--- src/rtl/fetch_queue.sv ---
// fetch_queue: dual-issue circular instruction queue between fetch and decode.
// Optional macro FETCHQ_BYPASS_EN: an empty, unstalled queue forwards the incoming pair with 0-cycle latency.
module fetch_queue #(
    parameter int DEPTH = 8
) (
    input  logic        clk_i,
    input  logic        rst_i,
    input  logic [31:0] inst0_i,
    input  logic [31:0] inst1_i,
    input  logic [31:0] pc_i,
    input  logic        valid0_i,
    input  logic        valid1_i,
    output logic        ready_o,
    input  logic        flush_i,
    input  logic        stall_i,
    output logic [31:0] inst0_o,
    output logic [31:0] inst1_o,
    output logic [31:0] pc0_o,
    output logic [31:0] pc1_o,
    output logic        valid0_o,
    output logic        valid1_o
);
    localparam int PTR_W = $clog2(DEPTH);
    localparam int CNT_W = PTR_W + 1;
    localparam logic [31:0]      NOP       = 32'h0000_0013;
    localparam logic [CNT_W-1:0] READY_MAX = CNT_W'(DEPTH - 2);

    typedef struct packed {
        logic [31:0] inst;
        logic [31:0] pc;
    } entry_t;

    entry_t           mem_q [DEPTH];
    logic [PTR_W-1:0] head_q, head_d;
    logic [PTR_W-1:0] tail_q, tail_d;
    logic [CNT_W-1:0] count_q, count_d;
    logic [1:0]       push_n, pop_n;
    logic             push_en, bypass;
    logic             q_valid0, q_valid1;
    entry_t           head0, head1;

    // Ready looks only at registered occupancy; a same-cycle pop earns no credit.
    assign ready_o  = (count_q <= READY_MAX);
    assign q_valid0 = (count_q >= CNT_W'(1));
    assign q_valid1 = (count_q >= CNT_W'(2));
    assign head0    = mem_q[head_q];
    assign head1    = mem_q[head_q + PTR_W'(1)];

`ifdef FETCHQ_BYPASS_EN
    assign bypass = valid0_i & (count_q == '0) & ~stall_i & ~flush_i;
`else
    assign bypass = 1'b0;
`endif

    assign push_en = valid0_i & ready_o & ~flush_i & ~bypass;

    always_comb begin
        // NOTE: every signal written here gets a default first so no path can infer a latch.
        push_n = 2'd0;
        pop_n  = 2'd0;
        if (push_en) begin
            push_n = valid1_i ? 2'd2 : 2'd1;
        end
        if (!stall_i && !flush_i) begin
            pop_n = {1'b0, q_valid0} + {1'b0, q_valid1};
        end
        head_d  = head_q + PTR_W'(pop_n);
        tail_d  = tail_q + PTR_W'(push_n);
        count_d = count_q + CNT_W'(push_n) - CNT_W'(pop_n);
        if (flush_i) begin
            head_d  = '0;
            tail_d  = '0;
            count_d = '0;
        end
    end

    always_comb begin
        valid0_o = q_valid0;
        valid1_o = q_valid1;
        inst0_o  = q_valid0 ? head0.inst : NOP;
        pc0_o    = q_valid0 ? head0.pc   : 32'h0;
        inst1_o  = q_valid1 ? head1.inst : NOP;
        pc1_o    = q_valid1 ? head1.pc   : 32'h0;
`ifdef FETCHQ_BYPASS_EN
        if (bypass) begin
            valid0_o = 1'b1;
            valid1_o = valid1_i;
            inst0_o  = inst0_i;
            pc0_o    = pc_i;
            inst1_o  = valid1_i ? inst1_i : NOP;
            pc1_o    = valid1_i ? pc_i + 32'd4 : 32'h0;
        end
`endif
    end

    // NOTE: sequential state uses non-blocking assignments so every register samples pre-edge values.
    always_ff @(posedge clk_i or posedge rst_i) begin
        if (rst_i) begin
            head_q  <= '0;
            tail_q  <= '0;
            count_q <= '0;
        end else begin
            head_q  <= head_d;
            tail_q  <= tail_d;
            count_q <= count_d;
        end
    end

    // NOTE: storage has no reset; occupancy alone decides which entries are visible.
    always_ff @(posedge clk_i) begin
        if (push_en) begin
            mem_q[tail_q] <= {inst0_i, pc_i};
            if (valid1_i) begin
                mem_q[tail_q + PTR_W'(1)] <= {inst1_i, pc_i + 32'd4};
            end
        end
    end

endmodule

--- config.mk ---
export PLATFORM = sky130hd
export DESIGN_NAME = fetch_queue
export DESIGN_NICKNAME = d
export VERILOG_FILES = /design/src/rtl/fetch_queue.sv
export SDC_FILE = /design/constraint.sdc
export NUM_CORES = 1
export LEC_CHECK = 0
export ABC_CLOCK_PERIOD_IN_PS = 23900
export CORE_ASPECT_RATIO = 1.25
export CORE_MARGIN = 3
export CORE_UTILIZATION = 55
export CTS_CLUSTER_DIAMETER = 200
export DETAILED_ROUTE_END_ITERATION = 6
export PLACE_DENSITY = 0.86
export SETUP_SLACK_MARGIN = 0.5
export SLEW_MARGIN = 20
export SYNTH_ARGS = -nofsm -noshare
export SYNTH_HDL_FRONTEND = slang
export SYNTH_SLANG_ARGS = --single-unit
--- constraint.sdc ---
create_clock -name clk_i -period 23.9 [get_ports clk_i]
set_input_delay 2.39 -clock clk_i [delete_from_list [all_inputs] [get_ports clk_i]]
set_output_delay 2.39 -clock clk_i [all_outputs]
set_load 0.01 [all_outputs]
==> results.py, run 1 <==
metrics = {
    "outcome": {
        "outcome": "finished, final reports clean",
    },
    "synth": {
        "yosys-top-cells-count": "sky130_fd_sc_hd__edfxtp_1, sky130_fd_sc_hd__mux2_2, sky130_fd_sc_hd__mux4_2",
        "area_of_the_mapped_netlist_um2": 31800,
        "synth.largest_area_cell": "sky130_fd_sc_hd__edfxtp_1",
        "synth_seq_area_share": 0.492,
        "post_synth_top_flop": "sky130_fd_sc_hd__edfxtp_1",
        "syn_nets": 2330,
        "synthMuxAreaShare": 0.295,
        "synth-warning-count": 0,
        "ys_types": 48,
        "synth.top_cell.area_share": 0.484,
        "post_synth_and_or_nand_nor_area_fraction": 0.0936,
        "synthesis.area_per_instance_um2": 14.4,
        "syn_inst": 2211,
        "synth_xor_xnor_area_share": 0.0664,
        "ys_top_cells_by_area": "sky130_fd_sc_hd__edfxtp_1, sky130_fd_sc_hd__mux4_2, sky130_fd_sc_hd__mux2_2",
        "ys_async_sr_fraction": 0.0192,
        "synth-seq-cells": 522,
        "synth_adder_area_share": 0.00764,
        "synth-compound-area-share": 0.0120,
        "synthMostInstantiatedCell": "sky130_fd_sc_hd__edfxtp_1",
        "synth_top_family_by_area": "multiplexers",
        "synth_edf_count": 512,
    },
    "grt": {
        "global_route_wire_length_before_repair_mm": 139,
        "gr-total-overflow": 0,
        "grt_antenna_before_repair": 9,
        "grt_start_max_net_pins": 141,
        "grt_use_total": 0.300,
        "number_of_global_route_vias_before_repair": 22700,
    },
    "clock_network": {
        "cts_resized": 0,
        "cts_hold_buffers": 0,
        "post-cts-setup-buffer-count": 0,
        "clock_sinks": 522,
        "clock_path_buffers": 3,
        "tritoncts_clock_tree": "built",
        "cts_inserted_buffers": 53,
        "worst_setup_hold_path_clk_slew_ns": 0.06,
        "h-tree-depth": 2,
        "clock_insertion_delay_worst_skew_ns": 0.62,
        "cts.root.buffer_cell": "sky130_fd_sc_hd__clkbuf_16",
    },
    "detailed_routing": {
        "initialDrtViolationCount": 2936,
        "drc": 0,
        "drt-total-wl_mm": 91.9,
        "drt.antenna.violating_nets": 0,
        "via_per_inst": 6.86,
        "detailroute.via_count": 21400,
        "first_pass_iters": 6,
        "wl_per_cell_um": 29.5,
    },
    "timing": {
        "fin_tns_setup_ns": 0,
        "min_period_over_period": 0.306,
        "fmax_mhz": 137,
        "skew_ns": 0.0230,
        "finalSetupViolCount": 0,
        "max_slew.worst_pin.slew_ns": 1.12,
        "timing.slew.headroom": 0.252,
        "finalHoldViolations": 0,
        "rsz0062_at_grt": "no",
        "period_minus_slack_ns": 7.31,
        "final_max_slew_viol_count": 0,
    },
    "final_layout": {
        "fill_cells": 4012,
        "syn2layout_area_growth_pct": 14.2,
        "finish.net_count": 2446,
        "drive_above_1_share": 0.301,
        "final_util": 0.642,
    },
    "worst_setup_path": {
        "timing.setup.critical_path_class": "register to output port",
        "required_ns": 21.51,
        "rr_startpoint": "count_q[2]$_DFF_PP0_",
        "r2r_setup_slack_ns": 19.55,
        "cp-start-kind": "register",
        "r2r-end": "count_q[3]$_DFF_PP0_",
        "crit_path_max_fanout": 47,
        "cp.arrival_ns": 4.92,
        "timing.critical_path.to_type": "output port",
        "reg2reg_depth": 16,
    },
    "pwr": {
        "p_int_mw": 2.21,
        "power.switching_fraction": 0.339,
        "share_seq_of_total_power": 0.325,
        "vdd.ir_drop.worst_v": 0.0000748,
        "power.leakage_nw": 11.1,
        "power.clock.fraction": 0.242,
        "power_dissipated_by_switching_net_loads_mw": 1.13,
        "combinationalPowerShare": 0.433,
        "power-per-cell-area_nw_per_um2": 92.0,
    },
    "min_path": {
        "worstHoldPathType": "register to register",
        "holdCritStartpoint": "count_q[0]$_DFF_PP0_",
        "timing.hold.worst_endpoint": "count_q[0]$_DFF_PP0_",
        "hold_depth": 2,
    },
    "die": {
        "initial_core_util": 0.562,
        "core_um2": 56600,
        "floorplan.die_area_um2": 60700,
        "die_y_um": 275,
        "ioPinCount": 233,
        "rows": 97,
        "x_dimension_of_the_die_um": 221,
    },
    "placed_design": {
        "gp_congestion": 0.862,
        "place.port_buffers": 232,
        "place_hpwl_mm": 54.1,
    },
    "job": {
        "max_cap_viols": 0,
    },
}
## worst max-delay path: stages (launching register included)
cell                              delay (ns)
sky130_fd_sc_hd__dfrtp_4                1.00
sky130_fd_sc_hd__buf_4                  0.90
sky130_fd_sc_hd__buf_4                  0.90
sky130_fd_sc_hd__mux4_2                 0.60
sky130_fd_sc_hd__mux2i_1                0.27
sky130_fd_sc_hd__nor2_1                 0.08
sky130_fd_sc_hd__clkdlybuf4s50_1        0.50
## how the worst max path moves through the flow
stage / startpoint / to / slack [ns] / cells past startpoint
after floorplan: flush_i / mem_q[1][0]$_DFFE_PP_ / 14.13 / 2
after global placement: head_q[0]$_DFF_PP0_ / pc1_o[31] / 16.89 / 6
after detailed placement: head_q[0]$_DFF_PP0_ / pc1_o[31] / 16.83 / 6
after CTS: head_q[0]$_DFF_PP0_ / pc1_o[31] / 16.16 / 6
after global routing: head_q[1]$_DFF_PP0_ / pc0_o[11] / 16.17 / 6
final: head_q[1]$_DFF_PP0_ / inst0_o[27] / 16.59 / 6
## layout by cell type, fill, tap and decap left out, types with 54 or more instances in the layout
master,count
sky130_fd_sc_hd__edfxtp_1,512
sky130_fd_sc_hd__mux4_2,256
sky130_fd_sc_hd__nand3_1,108
sky130_fd_sc_hd__mux2i_1,64
sky130_fd_sc_hd__nor2_1,73
sky130_fd_sc_hd__clkbuf_16,54
sky130_fd_sc_hd__xor2_1,75
sky130_fd_sc_hd__mux2_2,257
sky130_fd_sc_hd__a21oi_1,62
sky130_fd_sc_hd__xnor2_1,162
sky130_fd_sc_hd__clkdlybuf4s50_1,232
sky130_fd_sc_hd__nand2_1,146
## kinds of logic after synthesis
family,count (synthesis)
AOI/OAI and AO/OA,72
xor gates and xnor gates,240
adders and majority gates,17
buffers and inverters,237
DFF,522
muxes,584
and+or+nand+nor,539
## metal layers
metal,wire length [µm],share of wire,global-route usage
met5,9,0.000098,0
met4,4460,0.048,0.153
met3,9020,0.098,0.0546
met2,47100,0.51,0.519
met1,31300,0.34,0.364
## power groups by stage
stage | sequential, mW | combinational, mW | clock (mW)
finish | 1.09 | 1.45 | 0.808
global route | 1.09 | 1.53 | 0.844
CTS | 1.10 | 1.44 | 0.813
detailed placement | 1.12 | 1.43 | 0
global placement | 1.11 | 1.40 | 0
floorplan | 1.08 | 0.884 | 0
## metrics by stage
| stage | total power, mW | area, µm² | hold WS [ns] | worst slack (ns) | cells |
|---|---|---|---|---|---|
| floorplan | 1.96 | 31800 | 0.612 | 14.13 | 2211 |
| global placement | 2.51 | 34600 | 0.686 | 16.89 | 3012 |
| global route | 3.46 | 36300 | 0.780 | 16.17 | 3118 |
| finish | 3.34 | 36300 | 0.769 | 16.59 | 3119 |
| detailed placement | 2.54 | 34600 | 0.733 | 16.83 | 3012 |
| CTS | 3.35 | 36200 | 0.751 | 16.16 | 3109 |
## flip-flops by register name, summed over array words and instances, names as in the netlist
name,cells
head_q,3
tail_q,3
mem_q,512
count_q,4
## area by class of cell
type                            count  area, µm²  share of cell area
Clock buffer                       72       1460              0.0402
Sequential cell                   522      15600               0.431
Clock inverter                     25        199             0.00548
Inverter                           21       78.8             0.00217
Antenna cell                        8       20.0            0.000552
Tap cell                          742        928              0.0256
Timing Repair Buffer              277       2690              0.0742
Multi-Input combinational cell   1452      15300               0.421
Power figures use the tool's default switching activity.
==> run 2, diff against run 1 <==
--- a/config.mk
+++ b/config.mk
@@ -5,7 +5,7 @@
 export SDC_FILE = /design/constraint.sdc
 export NUM_CORES = 1
 export LEC_CHECK = 0
-export ABC_CLOCK_PERIOD_IN_PS = 23900
+export ABC_CLOCK_PERIOD_IN_PS = 7000
 export CORE_ASPECT_RATIO = 1.25
 export CORE_MARGIN = 3
 export CORE_UTILIZATION = 55
==> constraint.sdc (replaced) <==
create_clock -name clk_i -period 7 [get_ports clk_i]
set_input_delay 0.7 -clock clk_i [delete_from_list [all_inputs] [get_ports clk_i]]
set_output_delay 0.7 -clock clk_i [all_outputs]
set_load 0.01 [all_outputs]
==> run 2 against run 1 <==
  * Via count rose by 0.64%
  * Power rose to 3.4 times the previous value
  * Clock skew up 0.0042 ns
  * Clock-buffer cell count down 8
  * Die area unchanged
  * Sequential power increased to 3.4 times the previous value
  * Largest power group unchanged
  * Highest routed layer unchanged
==> results.py, run 2 (same netlist as run 1, synthesis figures left out) <==
metrics = {
    "timing": {
        "timing.slew.headroom": 0.233,
        "fmax_mhz": 184,
        "timing.final.ws_setup_ns": 1.56,
        "fin_tns_setup_ns": 0,
        "finalHoldViolations": 0,
        "finalSetupViolCount": 0,
        "skew_ns": 0.0272,
        "hold_ws_ns": 0.442,
        "min_period_over_period": 0.778,
        "rsz0062_at_grt": "no",
        "period_minus_slack_ns": 5.44,
        "final_max_slew_viol_count": 0,
        "max_slew.worst_pin.slew_ns": 1.15,
    },
    "placed_design": {
        "pre_cts_slack_ns": 2.15,
        "gp_congestion": 0.852,
        "place.port_buffers": 232,
        "dpl.cell_count": 3011,
        "place_hpwl_mm": 54.1,
        "post_dp_cell_area_um2": 34600,
    },
    "grt": {
        "grt_start_max_net_pins": 153,
        "global_route_wire_length_before_repair_mm": 138,
        "grt_antenna_before_repair": 6,
        "number_of_global_route_vias_before_repair": 22800,
        "gr-total-overflow": 0,
        "grt_use_total": 0.296,
    },
    "die": {
        "initial_core_util": 0.562,
        "rows": 97,
        "core_um2": 56600,
        "floorplan.die_area_um2": 60700,
        "ioPinCount": 233,
        "x_dimension_of_the_die_um": 221,
        "die_y_um": 275,
    },
    "clock_network": {
        "cts_hold_buffers": 0,
        "cts_inserted_buffers": 53,
        "worst_setup_hold_path_clk_slew_ns": 0.07,
        "clock_sinks": 522,
        "clock_path_buffers": 3,
        "cts.root.buffer_cell": "sky130_fd_sc_hd__clkbuf_16",
        "clock_insertion_delay_worst_skew_ns": 0.61,
        "cts_resized": 0,
        "tritoncts_clock_tree": "built",
        "post-cts-setup-buffer-count": 0,
        "h-tree-depth": 2,
    },
    "job": {
        "max_cap_viols": 0,
    },
    "worst_setup_path": {
        "critical_path.cell_chain": "buf_12 -> buf_4 -> mux4_2 -> nand2_1 -> a21oi_1 -> clkdlybuf4s50_1",
        "required_ns": 6.30,
        "critPathMaxStageDelay_ns": 1.02,
        "cpLargestDelayFamily": "buffers and inverters",
        "critPathSlowestCell": "sky130_fd_sc_hd__dfrtp_4",
        "crit_path_max_fanout": 152,
        "cp.arrival_ns": 4.74,
        "timing.setup.critical_path_class": "register to output port",
        "timing.critical_path.buf_inv": 3,
        "cp-start-kind": "register",
        "timing.critical_path.to_type": "output port",
    },
    "detailed_routing": {
        "route.met3.wl_mm": 8.56,
        "detailed_route_wire_length_on_metal_1_mm": 31.2,
        "via_per_inst": 6.92,
        "drt-total-wl_mm": 90.8,
        "drc": 0,
        "top_signal_layer_used": "met5",
        "first_pass_iters": 5,
        "wl_per_cell_um": 29.2,
        "detailroute.wirelength.met2_mm": 47.2,
        "initialDrtViolationCount": 2758,
        "detailroute.via_count": 21500,
        "drt.antenna.violating_nets": 0,
    },
    "pwr": {
        "vdd.ir_drop.worst_v": 0.000369,
        "power-per-cell-area_nw_per_um2": 315,
        "post-layout-total-power_mw": 11.5,
        "power.leakage_nw": 11.1,
    },
    "final_layout": {
        "layout.cells.most_common": "sky130_fd_sc_hd__edfxtp_1",
        "final_standard_cell_area_without_fillers_um2": 36300,
        "syn2layout_area_growth_pct": 14.4,
        "flip_flop_count_of_the_largest_register_after_layout": 512,
        "biggestRegsByFlops": "mem_q: 512 flops, count_q: 4 flops",
        "drive_above_1_share": 0.301,
        "max_flop_register": "mem_q",
        "final_util": 0.642,
        "layout.cells.most_common_list": "sky130_fd_sc_hd__edfxtp_1, sky130_fd_sc_hd__mux2_2, sky130_fd_sc_hd__mux4_2",
        "fin_cells": 3114,
        "finish.net_count": 2443,
    },
    "min_path": {
        "worstHoldPathType": "primary input to asynchronous set/reset pin",
    },
    "outcome": {
        "outcome": "finished, final reports clean",
    },
}
[run 2: cell count changes in the layout (fill, tap and decap cells not counted), sizes merged]
cell and delta:
clkbuf -8, clkinvlp +4, buf -3, bufinv +3, clkinv +2, diode -2, inv -1
[run 2: final cells by class]
class                      count  area (µm²)
timing repair buffer         274        2660
fill                        3975       20200
clock inverter                33         307
clock buffer                  64        1400
antenna                        6        15.0
sequential                   522       15600
inverter                      21        78.8
tap                          742         928
multi-input combinational   1452       15300
[run 2: path summary, 6_finish.rpt]
check | slack, ns | depth (start not counted) | to | startpoint
min in group clk_i | 0.75 | 2 | count_q[0]$_DFF_PP0_ | count_q[0]$_DFF_PP0_
setup / recovery | 1.56 | 6 | inst1_o[11] | head_q[0]$_DFF_PP0_
setup reg to reg | 2.80 | 9 | mem_q[3][24]$_DFFE_PP_ | count_q[3]$_DFF_PP0_
hold / removal | 0.44 | 2 | head_q[2]$_DFF_PP0_ | rst_i
max in group asynchronous | 6.25 | 2 | head_q[1]$_DFF_PP0_ | rst_i
hold reg to reg | 0.75 | 2 | count_q[0]$_DFF_PP0_ | count_q[0]$_DFF_PP0_
[run 2: power breakdown]
part,internal (mW),switching (mW)
combinational,2.43,2.47
clock,1.61,1.23
sequential,3.57,0.146
total,7.60,3.85
[run 2: per-layer routing]
layer	global-route usage	up-vias
met5	0	-
met4	0.138	2
met3	0.0537	272
met2	0.518	1391
met1	0.361	11000
li1	-	8893
